==> config.mk <==
export PLATFORM = sky130hd
export DESIGN_NAME = mem_access_unit
export DESIGN_NICKNAME = d
export VERILOG_FILES = /design/src/rtl/mem_access_unit.sv
export SDC_FILE = /design/constraint.sdc
export NUM_CORES = 1
export LEC_CHECK = 0
export ABC_AREA = 1
export CORE_MARGIN = 2
export CORE_UTILIZATION = 46
export CTS_CLUSTER_SIZE = 24
export DETAILED_ROUTE_END_ITERATION = 6
export PLACE_DENSITY_LB_ADDON = 0.12
export SLEW_MARGIN = 0
export SYNTH_ARGS = -nofsm -noshare
export SYNTH_HDL_FRONTEND = slang
export SYNTH_SLANG_ARGS = --single-unit
==> constraint.sdc <==
create_clock -name clk -period 7.71 [get_ports clk]
set_clock_uncertainty 0.05 [all_clocks]
set_input_delay 1.542 -clock clk [delete_from_list [all_inputs] [get_ports clk]]
set_output_delay 1.542 -clock clk [all_outputs]
set_load 0.05 [all_outputs]
==> src/rtl/mem_access_unit.sv <==
`default_nettype none
// ==== mem_access_unit : MEM-stage load/store controller on a req/ack data bus ====
// ==== Rev 1.0                                                                 ====
module mem_access_unit #(
  parameter int TIMEOUT = 16
) (
  input  logic        clk,
  input  logic        rst,
  input  logic [31:0] instrM,
  input  logic [31:0] ALUOutM,
  input  logic [31:0] WriteDataM,
  output logic [31:0] ReadDataM,
  output logic        stallM,
  output logic        addr_err,
  output logic        bus_err,
  output logic        dm_req,
  output logic        dm_we,
  output logic [31:0] dm_addr,
  output logic [3:0]  dm_be,
  output logic [31:0] dm_wdata,
  input  logic [31:0] dm_rdata,
  input  logic        dm_ack
);

  localparam int CW = $clog2(TIMEOUT);

  typedef enum logic [1:0] {
    IDLE = 2'd0,
    REQ  = 2'd1,
    DONE = 2'd2
  } state_t;

  state_t        state;
  logic [CW-1:0] cnt;

  logic [5:0]  opcode;
  logic [1:0]  k;
  logic [2:0]  size;
  logic        is_load;
  logic        is_store;
  logic        is_signed;
  logic        mem_op;
  logic        misaligned;
  logic        timeout_hit;
  logic [3:0]  be;
  logic [31:0] wdata;
  logic [7:0]  lane_b;
  logic [15:0] lane_h;
  logic [31:0] load_ext;
  logic        unused_instr;

  assign opcode       = instrM[31:26];
  assign k            = ALUOutM[1:0];
  assign unused_instr = ^instrM[25:0];

  always_comb begin
    is_load   = 1'b0;
    is_store  = 1'b0;
    is_signed = 1'b0;
    size      = 3'd0;
    case (opcode)
      6'h20: begin is_load  = 1'b1; is_signed = 1'b1; size = 3'd1; end
      6'h21: begin is_load  = 1'b1; is_signed = 1'b1; size = 3'd2; end
      6'h23: begin is_load  = 1'b1; size = 3'd4; end
      6'h24: begin is_load  = 1'b1; size = 3'd1; end
      6'h25: begin is_load  = 1'b1; size = 3'd2; end
      6'h28: begin is_store = 1'b1; size = 3'd1; end
      6'h29: begin is_store = 1'b1; size = 3'd2; end
      6'h2B: begin is_store = 1'b1; size = 3'd4; end
      default: ;
    endcase
  end

  assign mem_op     = is_load | is_store;
  assign misaligned = ((size == 3'd2) && k[0]) || ((size == 3'd4) && (k != 2'b00));

  // Byte enables and lane-replicated store data; loads reuse the same enables.
  always_comb begin
    be    = 4'b0000;
    wdata = WriteDataM;
    case (size)
      3'd1: begin be = 4'b0001 << k; wdata = {4{WriteDataM[7:0]}}; end
      3'd2: begin be = k[1] ? 4'b1100 : 4'b0011; wdata = {2{WriteDataM[15:0]}}; end
      3'd4: be = 4'b1111;
      default: ;
    endcase
  end

  always_comb begin
    case (k)
      2'd0:    lane_b = dm_rdata[7:0];
      2'd1:    lane_b = dm_rdata[15:8];
      2'd2:    lane_b = dm_rdata[23:16];
      default: lane_b = dm_rdata[31:24];
    endcase
    lane_h = k[1] ? dm_rdata[31:16] : dm_rdata[15:0];
    case (size)
      3'd1:    load_ext = {{24{is_signed & lane_b[7]}}, lane_b};
      3'd2:    load_ext = {{16{is_signed & lane_h[15]}}, lane_h};
      default: load_ext = dm_rdata;
    endcase
  end

  // Ack has priority over timeout in the same cycle.
  assign timeout_hit = (state == REQ) && !dm_ack && (cnt == CW'(TIMEOUT - 1));
  assign dm_req      = (state == REQ);
  assign stallM      = !rst && (dm_req || ((state == IDLE) && mem_op && !misaligned));
  assign addr_err    = !rst && (state == IDLE) && mem_op && misaligned;
  assign bus_err     = !rst && timeout_hit;

  always_ff @(posedge clk or posedge rst) begin
    if (rst) begin
      state     <= IDLE;
      cnt       <= '0;
      ReadDataM <= '0;
      dm_we     <= 1'b0;
      dm_be     <= '0;
      dm_addr   <= '0;
      dm_wdata  <= '0;
    end else begin
      case (state)
        IDLE: begin
          if (mem_op && !misaligned) begin
            state    <= REQ;
            cnt      <= '0;
            dm_we    <= is_store;
            dm_be    <= be;
            dm_addr  <= {ALUOutM[31:2], 2'b00};
            dm_wdata <= wdata;
          end
        end
        REQ: begin
          if (dm_ack) begin
            if (is_load) ReadDataM <= load_ext;
            state <= DONE;
            dm_we <= 1'b0;
            dm_be <= '0;
          end else if (timeout_hit) begin
            if (is_load) ReadDataM <= '0;
            state <= DONE;
            dm_we <= 1'b0;
            dm_be <= '0;
          end else begin
            cnt <= cnt + CW'(1);
          end
        end
        DONE:    state <= IDLE;
        default: state <= IDLE;
      endcase
    end
  end

endmodule
`default_nettype wire

==> reports/summary.log <==
[job] Maximum Capacitance Violations 0
[cts] TritonCTS buffer count 9
[yosys] Yosys warning count 0
[cts] Post-CTS Setup Inserts 0
[cts] sinks on the clock net 105
[sta] Final period util 80.8%
[finish] register cell area after layout 2630 µm²
[sta] slew of the pin with the lowest slew margin 1030 ps
[worst_setup_path] critical-path cell list clkdlybuf4s50_1 > nor2_2 > inv_1 > nand2_2 > nand2_4 > a21oi_1 > clkdlybuf4s50_1
[finish] n_diodes 0
[global_route] largest net degree at the start of global routing 80
[die] die footprint 12,600 µm²
[placement] routability congestion estimate from global placement 0.956
[finish] # nets final 1,055
[placement] sum of net half-perimeters after detailed placement 11.8 mm
[yosys] top cells by area, synth sky130_fd_sc_hd__dfrtp_1 49%, sky130_fd_sc_hd__nand2_1 27%, sky130_fd_sc_hd__nor2_1 4.1%
[yosys] average instance area after synthesis 7.31 µm²
[finish] fraction of final layout cells sized beyond drive strength 1 4.75%
[finish] Multi-input gate area 2400 µm²
[yosys] leading area contributor after synthesis sky130_fd_sc_hd__dfrtp_1
[cts] TritonCTS clock tree done
[global_route] first-pass GRT wire length 27.1 mm
[yosys] part of the Yosys area used for sequential elements 48.9%
[sta] setup total negative slack 0 ps
[die] number of standard-cell rows in the floorplan 39
[die] placeable core area 11,400 µm²
[worst_setup_path] CP Data Required Time 6120 ps
[worst_setup_path] Setup crit end kind primary output
[route] total number of vias 5,528
[yosys] area share of the leading cell type in the synthesized netlist 48.9%
[cts] clock transition at the register clock pins on the worst setup and hold paths after CTS 70 ps
[sta] Setup Viol. Count Final 0
[cts] buffer cell driving the clock tree root sky130_fd_sc_hd__clkbuf_16
[sta] Final Worst Setup Slack 1480 ps
[route] remaining design rule violation count 0
[die] floorplan die width 112 µm
[cts] worst skew pair latency 340 ps
[placement] worst slack after detailed placement 1510 ps
[worst_setup_path] slack of the worst reg-to-reg path 5570 ps
[cts] hold_buf cts 0
[die] height of the chip 112 µm
[sta] worst-case headroom to the max-slew limit 31.3%
[cts] depth of the CTS H-tree 3
[worst_setup_path] Critical-path top delay cell sky130_fd_sc_hd__clkdlybuf4s50_1
[sta] setup repair after global routing missed its margin no
[route] residual antenna-violating net count after detailed routing 0
[route] Initial DRT Pass Iterations 6
[worst_setup_path] Max FO, Critical Path 79
[power_and_ir_drop] leakage dissipation 3.90 nW
[cts] post-CTS resize count 0
[route] initial detailed-routing violation count 345
[sta] achievable frequency 0.161 GHz
[yosys] number of synthesized register bits 105
[route] routed wire length 16.3 mm
[finish] most common cell after layout, fill and taps aside sky130_fd_sc_hd__nand2_1
[finish] count of filler cells inserted in the layout 1,012
[power_and_ir_drop] power density of the placed cells 269 nW/µm²
[sta] final number of hold-violating endpoints 0
[route] drt wl/cell 15.3 µm
[worst_setup_path] Arrival @ worst endpoint 4640 ps
[finish] area added between synthesis and finish 43.7%
[yosys] summed instance area of the synthesized netlist 5380 µm²
[sta] min cycle time layout 6230 ps
[hold_path] Worst Hold Class register to register
[finish] commonest cells after routing, fill and taps aside 386 x sky130_fd_sc_hd__nand2_1, 207 x sky130_fd_sc_hd__clkdlybuf4s50_1, 105 x sky130_fd_sc_hd__dfrtp_1, 58 x sky130_fd_sc_hd__nor2_1, 38 x sky130_fd_sc_hd__nand3_1
[sta] Slew Limit Fails 0
[global_route] GR Overflow Total 0
[worst_setup_path] crit-path most repeated cell sky130_fd_sc_hd__clkdlybuf4s50_1
[power_and_ir_drop] worst vdd ir 200 µV
[die] initial standard-cell utilization of the core 47.1%
[worst_setup_path] type of the worst setup path input pin to primary output
[status] result of the run complete, no violations
[route] vias per std cell 5.17
[global_route] Tot GR Track Use 26.6%
[worst_setup_path] type of element launching the critical path input pin
[global_route] initial antenna violation count 0
[cts] number of buffers on the longest clock path 2
[worst_setup_path] CP max stage delay 820 ps
[placement] Port Buf Inserts 207
[yosys] cell count after synthesis 735
[die] number of top-level pins 236
[yosys] number of distinct standard cells referenced by the synthesized netlist 29
[global_route] via count of the first global-routing pass 5,514
## metrics by stage
stage / hold WS, ps / cell area, µm² / instances / utilization (%) / power [mW]
6_report: 430 / 7720 / 1070 / 67.6 / 2.08
5_1_grt: 448 / 7720 / 1070 / 67.6 / 2.17
4_1_cts: 434 / 7720 / 1070 / 67.6 / 2.09
3_5_place_dp: 414 / 7450 / 1055 / 65.2 / 1.65
3_3_place_gp: 413 / 7450 / 1055 / 65.2 / 1.64
2_1_floorplan: 445 / 5380 / 736 / - / 1.31
## per-layer routing
metal / global-route usage [%] / wire (µm) / up-vias
met4: 9.76 / 496 / 0
met3: 6.05 / 1300 / 37
met1: 33.4 / 6750 / 2597
li1: - / - / 2656
met2: 45.3 / 7800 / 238
met5: 0 / 0 / -
## worst max-delay path: cells and delay by family
family,cells,cell delay [ps]
buf+inv,3,1710
simple gates,3,1060
compound gates,1,300
## final timing paths
| path | endpoint | depth (start not counted) | from |
|---|---|---|---|
| min reg2reg | dm_wdata[30] | 2 | dm_wdata[30] |
| max | stallM | 7 | ALUOutM[1] |
| max in group asynchronous | ReadDataM[0] | 3 | rst |
| max reg2reg | ReadDataM[23] | 6 | cnt[0] |
| min in group asynchronous | dm_addr[17] | 2 | rst |
| min | dm_wdata[30] | 2 | dm_wdata[30] |
## power by group
group          internal, mW  switching, mW
Sequential            0.668         0.0703
Combinational         0.301          0.601
Clock                 0.222          0.212
Total                  1.19          0.884
## flip-flops by register name (all words and copies together) (netlist names)
signal     count
state          2
dm_be          4
ReadDataM     32
dm_we          1
cnt            4
dm_wdata      32
dm_addr       30
## cell families after synthesis
group                    after synthesis  synth area share, %
AO/OA/AOI/OAI                         49                 5.84
XOR/XNOR                               1                0.163
adder cells (fa/ha/maj)                1                0.233
buffers and inverters                 73                 6.52
flip-flops                           105                 48.9
other                                  1               0.0698
AND/OR/NAND/NOR                      505                 38.3
## area by class of cell
type / instances / share of cell area, %
flip-flops and latches: 105 / 34.0
multi-input cells: 558 / 31.1
repair buffers: 209 / 27.0
clock buffers: 9 / 2.92
well taps: 143 / 2.32
inverters: 40 / 1.98
clock inverters: 6 / 0.648
## synth_stat cells (all sizes together)
library cell	count
o21ai	26
nor4	1
xor2	1
nor2	64
dfrtp	105
conb	1
nand4	4
inv	40
buf	25
o211ai	16
clkbuf	8
a211oi	1
ha	1
a21oi	6
nand2	392
or2	2
nand3	42
(Power assumes the default switching activity.)
